$ cat config.mk
export PLATFORM = sky130hd
export DESIGN_NAME = commit_trace_serializer
export DESIGN_NICKNAME = d
export VERILOG_FILES = /design/src/rtl/commit_trace_serializer.sv
export SDC_FILE = /design/constraint.sdc
export NUM_CORES = 2
export LEC_CHECK = 0
export BUFFER_PORTS_ARGS = -buffer_cell sky130_fd_sc_hd__buf_2
export CAP_MARGIN = 0
export CORE_ASPECT_RATIO = 0.75
export CORE_MARGIN = 5
export CORE_UTILIZATION = 45
export DETAILED_ROUTE_END_ITERATION = 10
export RECOVER_POWER = 50
export SYNTH_ARGS = -nofsm -noshare
export SYNTH_HDL_FRONTEND = slang
export SYNTH_SLANG_ARGS = --single-unit
$ cat constraint.sdc
create_clock -name clk -period 31.3 [get_ports clk]
set_input_delay 1.565 -clock clk [delete_from_list [all_inputs] [get_ports clk]]
set_output_delay 1.565 -clock clk [all_outputs]
set_load 0.01 [all_outputs]
$ cat src/rtl/commit_trace_serializer.sv
// Buffers per-cycle dual-issue commit bundles and emits them one event at a time over valid/ready.
// Optional macro TRACE_CYCLE_EN adds a 32-bit cycle stamp per bundle driven on ev_cycle.
module commit_trace_serializer #(
  parameter int unsigned DEPTH = 8
) (
  input  logic        clk,
  input  logic        rst,
  input  logic        a_reg_we,
  input  logic        b_reg_we,
  input  logic [4:0]  a_reg_waddr,
  input  logic [4:0]  b_reg_waddr,
  input  logic [31:0] a_reg_wdata,
  input  logic [31:0] b_reg_wdata,
  input  logic        a_hilo_we,
  input  logic        b_hilo_we,
  input  logic [63:0] a_hilo,
  input  logic [63:0] b_hilo,
  input  logic        a_mem_we,
  input  logic        b_mem_we,
  input  logic [15:0] a_mem_addr,
  input  logic [15:0] b_mem_addr,
  input  logic [31:0] a_mem_wdata,
  input  logic [31:0] b_mem_wdata,
  output logic        ev_valid,
  input  logic        ev_ready,
  output logic [1:0]  ev_kind,
  output logic        ev_slot,
  output logic [15:0] ev_addr,
  output logic [63:0] ev_data,
  output logic [31:0] ev_cycle,
  output logic        overflow
);
  localparam int unsigned AW        = $clog2(DEPTH);
  localparam int unsigned PW        = AW + 1;
  localparam int unsigned MW        = 6;
  localparam int unsigned HILO_LSB  = 0;
  localparam int unsigned WDATA_LSB = 64;
  localparam int unsigned WADDR_LSB = 96;
  localparam int unsigned MDATA_LSB = 101;
  localparam int unsigned MADDR_LSB = 133;
  localparam int unsigned SW        = 149;

  localparam logic [1:0] K_REG  = 2'd0;
  localparam logic [1:0] K_HILO = 2'd1;
  localparam logic [1:0] K_MEM  = 2'd2;

  localparam logic [0:0] S_IDLE = 1'b0;
  localparam logic [0:0] S_EMIT = 1'b1;

  logic [MW-1:0]   r_mask [DEPTH];
  logic [2*SW-1:0] r_pl   [DEPTH];
  logic [PW-1:0]   r_wptr, r_rptr;
  logic [0:0]      r_state, w_state_nxt;
  logic [MW-1:0]   r_rem, w_rem_nxt, w_mask, w_rem_clr, w_sel_mask;
  logic            r_overflow, r_ev_valid, w_valid_nxt;
  logic [1:0]      r_ev_kind, w_sel_kind;
  logic            r_ev_slot, w_sel_slot;
  logic [15:0]     r_ev_addr, w_sel_addr;
  logic [63:0]     r_ev_data, w_sel_data;
  logic            w_push, w_pop, w_load, w_full, w_empty, w_have_next, w_wr_en;
  logic [AW-1:0]   w_rd_idx, w_rd_idx_n, w_sel_idx;
  logic [PW-1:0]   w_count;
  logic [2*SW-1:0] w_pl_in;
  logic [SW-1:0]   w_slot_pl;
  logic [2:0]      w_bit;
  logic            w_unused_addr_lsb;

  // Mask bit order is the emission order: memA, regA, hiloA, memB, regB, hiloB.
  assign w_mask = {b_hilo_we, b_reg_we & (b_reg_waddr != 5'd0), b_mem_we,
                   a_hilo_we, a_reg_we & (a_reg_waddr != 5'd0), a_mem_we};
  assign w_push = |w_mask;
  assign w_pl_in = {b_mem_addr[15:2], 2'b00, b_mem_wdata, b_reg_waddr, b_reg_wdata, b_hilo,
                    a_mem_addr[15:2], 2'b00, a_mem_wdata, a_reg_waddr, a_reg_wdata, a_hilo};
  assign w_unused_addr_lsb = ^{a_mem_addr[1:0], b_mem_addr[1:0]};

  assign w_rd_idx    = r_rptr[AW-1:0];
  assign w_rd_idx_n  = w_rd_idx + AW'(1);
  assign w_count     = r_wptr - r_rptr;
  assign w_empty     = (r_wptr == r_rptr);
  assign w_full      = (r_wptr[AW] != r_rptr[AW]) && (r_wptr[AW-1:0] == r_rptr[AW-1:0]);
  assign w_have_next = (w_count > PW'(1));
  assign w_rem_clr   = r_rem & (r_rem - MW'(1));
  assign w_wr_en     = ~rst & w_push & (~w_full | w_pop);

  // Unpacker: pick the next event to present and decide when the head bundle retires.
  always_comb begin
    w_state_nxt = r_state;
    w_rem_nxt   = r_rem;
    w_valid_nxt = r_ev_valid;
    w_pop       = 1'b0;
    w_load      = 1'b0;
    w_sel_idx   = w_rd_idx;
    w_sel_mask  = r_mask[w_rd_idx];
    case (r_state)
      S_IDLE: begin
        if (!w_empty) begin
          w_load      = 1'b1;
          w_rem_nxt   = r_mask[w_rd_idx];
          w_valid_nxt = 1'b1;
          w_state_nxt = S_EMIT;
        end
      end
      S_EMIT: begin
        if (ev_ready) begin
          if (w_rem_clr != '0) begin
            w_load     = 1'b1;
            w_sel_mask = w_rem_clr;
            w_rem_nxt  = w_rem_clr;
          end else begin
            w_pop = 1'b1;
            if (w_have_next) begin
              w_load     = 1'b1;
              w_sel_idx  = w_rd_idx_n;
              w_sel_mask = r_mask[w_rd_idx_n];
              w_rem_nxt  = r_mask[w_rd_idx_n];
            end else begin
              w_rem_nxt   = '0;
              w_valid_nxt = 1'b0;
              w_state_nxt = S_IDLE;
            end
          end
        end
      end
      default: w_state_nxt = S_IDLE;
    endcase
  end

  // Decode the lowest set mask bit into the outgoing event fields.
  always_comb begin
    w_bit = 3'd0;
    for (int i = MW - 1; i >= 0; i--) begin
      if (w_sel_mask[i]) w_bit = 3'(i);
    end
    w_sel_slot = (w_bit >= 3'd3);
    w_slot_pl  = w_sel_slot ? r_pl[w_sel_idx][2*SW-1:SW] : r_pl[w_sel_idx][SW-1:0];
    w_sel_kind = K_REG;
    w_sel_addr = '0;
    w_sel_data = '0;
    case (w_bit)
      3'd0, 3'd3: begin
        w_sel_kind = K_MEM;
        w_sel_addr = w_slot_pl[MADDR_LSB+15:MADDR_LSB];
        w_sel_data = {32'd0, w_slot_pl[MDATA_LSB+31:MDATA_LSB]};
      end
      3'd1, 3'd4: begin
        w_sel_kind = K_REG;
        w_sel_addr = {11'd0, w_slot_pl[WADDR_LSB+4:WADDR_LSB]};
        w_sel_data = {32'd0, w_slot_pl[WDATA_LSB+31:WDATA_LSB]};
      end
      default: begin
        w_sel_kind = K_HILO;
        w_sel_data = w_slot_pl[HILO_LSB+63:HILO_LSB];
      end
    endcase
  end

  always_ff @(posedge clk) begin
    if (rst) begin
      r_state    <= S_IDLE;
      r_rem      <= '0;
      r_wptr     <= '0;
      r_rptr     <= '0;
      r_overflow <= 1'b0;
      r_ev_valid <= 1'b0;
      r_ev_kind  <= '0;
      r_ev_slot  <= 1'b0;
      r_ev_addr  <= '0;
      r_ev_data  <= '0;
    end else begin
      r_state    <= w_state_nxt;
      r_rem      <= w_rem_nxt;
      r_ev_valid <= w_valid_nxt;
      if (w_load) begin
        r_ev_kind <= w_sel_kind;
        r_ev_slot <= w_sel_slot;
        r_ev_addr <= w_sel_addr;
        r_ev_data <= w_sel_data;
      end
      if (w_pop) r_rptr <= r_rptr + PW'(1);
      if (w_wr_en) r_wptr <= r_wptr + PW'(1);
      if (w_push && !w_wr_en) r_overflow <= 1'b1;
    end
  end

  // Bundle storage needs no reset; pointers define validity.
  always_ff @(posedge clk) begin
    if (w_wr_en) begin
      r_mask[r_wptr[AW-1:0]] <= w_mask;
      r_pl[r_wptr[AW-1:0]]   <= w_pl_in;
    end
  end

`ifdef TRACE_CYCLE_EN
  logic [31:0] r_cycle, r_ev_cycle;
  logic [31:0] r_cyc_mem [DEPTH];

  always_ff @(posedge clk) begin
    if (rst) begin
      r_cycle    <= '0;
      r_ev_cycle <= '0;
    end else begin
      r_cycle <= r_cycle + 32'd1;
      if (w_load) r_ev_cycle <= r_cyc_mem[w_sel_idx];
    end
  end

  // A bundle is stamped with the count value this edge produces.
  always_ff @(posedge clk) begin
    if (w_wr_en) r_cyc_mem[r_wptr[AW-1:0]] <= r_cycle + 32'd1;
  end

  assign ev_cycle = r_ev_cycle;
`else
  assign ev_cycle = 32'd0;
`endif

  assign ev_valid = r_ev_valid;
  assign ev_kind  = r_ev_kind;
  assign ev_slot  = r_ev_slot;
  assign ev_addr  = r_ev_addr;
  assign ev_data  = r_ev_data;
  assign overflow = r_overflow;

endmodule

==> run metrics <==
status finished, violations left; failing checks max-capacitance violations, max-slew violations; Vias/cell ~6; Num CTS Buffers 242; Req. time, crit path roughly 32 ns; most frequent cells in the layout edfxtp_1, nand2_1, nand3_1; total congestion overflow 0; most common cell after layout, fill and taps aside edfxtp_1; type of origin of the critical path register; DR iter-0 viols 6871; RSZ-0062 raised after global routing false; setup TNS 0 ns; NumNets Final approximately 7700; Port Buffers 387; flop and latch count out of synthesis 2503; Critical Path End Type register; Avg WL per Cell about 28 um; asr flop ratio synth 0; fill count 18800; H-tree depth 4; static leakage 36.1 nW; GR peak layer met2; post-CTS sizing 0; Clk pin slew, worst setup/hold paths 0.06 ns; Overall Power 0.00854 W; chip height 420 um; CP Max Fanout 68; final critical-path share of the clock period 0.285; Yosys cell types 83; die area between 0.2 and 0.25 mm^2; yosys synthesis warning count 0; Chip Width 557 um; Max rail drop VDD 0.0000706 V; Final Slew Violations 54; final setup violation count 0; Worst Skew 0.116 ns; sw frac 0.305; Hold WC Path Type reg2reg; vias 63400; power share of the sequential group 0.454; total wire length 292 mm; Fin. Hold Viols 0; Overall Global Routing Usage 0.243; # hold bufs at CTS 0; met3 GRT Util 0.0446; average size of a mapped cell 14.2 um^2; Synth top area share 0.714; largest net degree at the start of global routing 199; Max Cap Violations 1; DPL Wire Length between 150 and 200 mm; Logic pwr share 0.216; # DRC 0; CTS tree built; buffer count from post-CTS setup fixing 0; pwr dens 75.7 mW/mm^2; Final ANT Viol Nets 0; clock share of power 0.330; layout cells sized above 1 0.0755; I/O pin count 424; Main synth FF type edfxtp_1; initial cell density of the core 0.453; GP Congestion approximately 0.8; first-pass GRT wire length 423 mm; clk_lat worst skew ~0.92 ns; Pint 0.00593 W; vias in the first global route around 60000; Slew @ Worst Pin 2.67 ns; Period minus WS final 8.91 ns; Post-Syn Area 0.101 mm^2; Max Clk Rate 0.112 GHz; Seq/Total Area, Yosys 0.735; Root Buffer clkbuf_16; top post-synthesis cells by area edfxtp_1, nand2_1, a211oi_1; switching pwr 0.00261 W; drt pass-1 iters 6; met2 Use GR 0.381; Slew headroom -0.783; crit path kind reg2reg; row count 150; core area between 0.2 and 0.25 mm^2; clock sink count approximately 2500; antenna violations before repair ~120; area leader, netlist edfxtp_1; Post-synth EDFFs 2400; Clock Tree Buf Depth 4; area grow syn2layout 11.8%; met1 GRT Util 0.350; Gate Count Post-Synth a little over 7000; CP Data Arrival Time 9.70 ns
-- power by group through the flow --
stage	clock (W)	combinational, W	sequential [W]
finish	0.00281	0.00185	0.00388
global route	0.00300	0.00199	0.00389
CTS	0.00286	0.00186	0.00388
detailed placement	0	0.00186	0.00395
global placement	0	0.00184	0.00394
floorplan	0	0.00116	0.00401
-- worst paths after layout --
check               from           to  slack, ns  cells past startpoint
max            r_rptr[1]  ev_data[13]      22.39                     15
min          ev_data[51]  ev_data[51]       0.45                      2
max reg2reg    r_rptr[1]  ev_data[13]      22.39                     15
min reg2reg  ev_data[51]  ev_data[51]       0.45                      2
-- logic make-up (layout without fill, tap and decap cells) --
group	Yosys count	count (layout)	synth area share
xor gates and xnor gates	10	10	0.00102
DFF	2503	2503	0.735
other	1	77	0.0000372
buffers and inverters	587	969	0.0252
muxes	320	320	0.0360
AOI/OAI and AO/OA	1292	1292	0.0962
and+or+nand+nor	2406	2406	0.106
adders and majority gates	6	6	0.000818
-- per-layer routing --
metal  up-vias  part of all wire  routed length (um)
met5         -            0.0011                 312
met4        50             0.027                7950
met3       474             0.080               23300
met2      2611              0.46              135000
met1     32200              0.43              125000
li1      28100                 -                   -
-- synth_stat cells, types with 6 or more instances --
cell type / instances
a31o_1: 10
a2111oi_0: 34
and3_1: 277
a32o_1: 14
edfxtp_1: 2400
nand3_1: 472
nand2_1: 1417
a32oi_1: 48
a311oi_1: 238
buf_1: 69
o31ai_1: 9
a211oi_1: 369
mux2_2: 21
mux4_2: 32
a311o_1: 11
buf_2: 137
a21oi_1: 119
nor2_1: 88
o22ai_1: 68
a31oi_1: 150
o211ai_1: 17
dfxtp_1: 103
o21ai_0: 53
mux2i_1: 267
or3_1: 16
buf_4: 39
nor3_1: 45
nor2b_1: 41
clkbuf_1: 328
o21bai_1: 21
nand4_1: 16
inv_1: 11
nor4_1: 6
a211o_1: 66
o31a_1: 15
-- registers in the layout, summed over array words and instances, names as in the netlist, named ones only --
| name | cells |
|---|---|
| r_wptr | 4 |
| ev_data | 64 |
| r_rem | 6 |
| ev_kind | 2 |
| ev_addr | 16 |
| r_rptr | 4 |
| r_pl | 2352 |
| ev_valid | 1 |
| r_state | 1 |
| ev_slot | 1 |
| r_mask | 48 |
| overflow | 1 |
-- metrics by stage --
stage	instances	cell area, um^2	hold WS [ns]	util	setup slack, ns
floorplan	7156	101000	0.467	-	7.00
global placement	10100	106000	0.439	0.474	24.00
detailed placement	10100	106000	0.441	0.474	24.00
CTS	10500	113000	0.449	0.508	24.09
global route	10500	113000	0.476	0.506	21.98
finish	10500	113000	0.453	0.506	22.39
-- area by class of cell --
class / instances / area [um^2] / share of cell area
diodes: 45 / 113 / 0.000998
clock inverters: 117 / 1010 / 0.00899
flip-flops and latches: 2503 / 74100 / 0.657
repair buffers: 516 / 2680 / 0.0238
well taps: 2964 / 3710 / 0.0329
clock buffers: 325 / 6560 / 0.0581
inverters: 11 / 41.3 / 0.000366
multi-input cells: 4066 / 24600 / 0.218
-- critical path, stage by stage (launching register included) --
cell	delay, ns
dfxtp_1	2.13
inv_1	0.56
ha_1	0.53
and3b_1	0.18
nor3_1	0.08
o21ai_2	0.53
a31oi_1	0.34
nor2_4	0.75
buf_4	0.82
buf_4	0.86
buf_4	0.69
nand2_1	0.12
a311oi_1	0.31
nor3_1	0.22
o31a_1	0.43
a31oi_1	0.19
No activity file was read; power rests on OpenSTA's default activity.
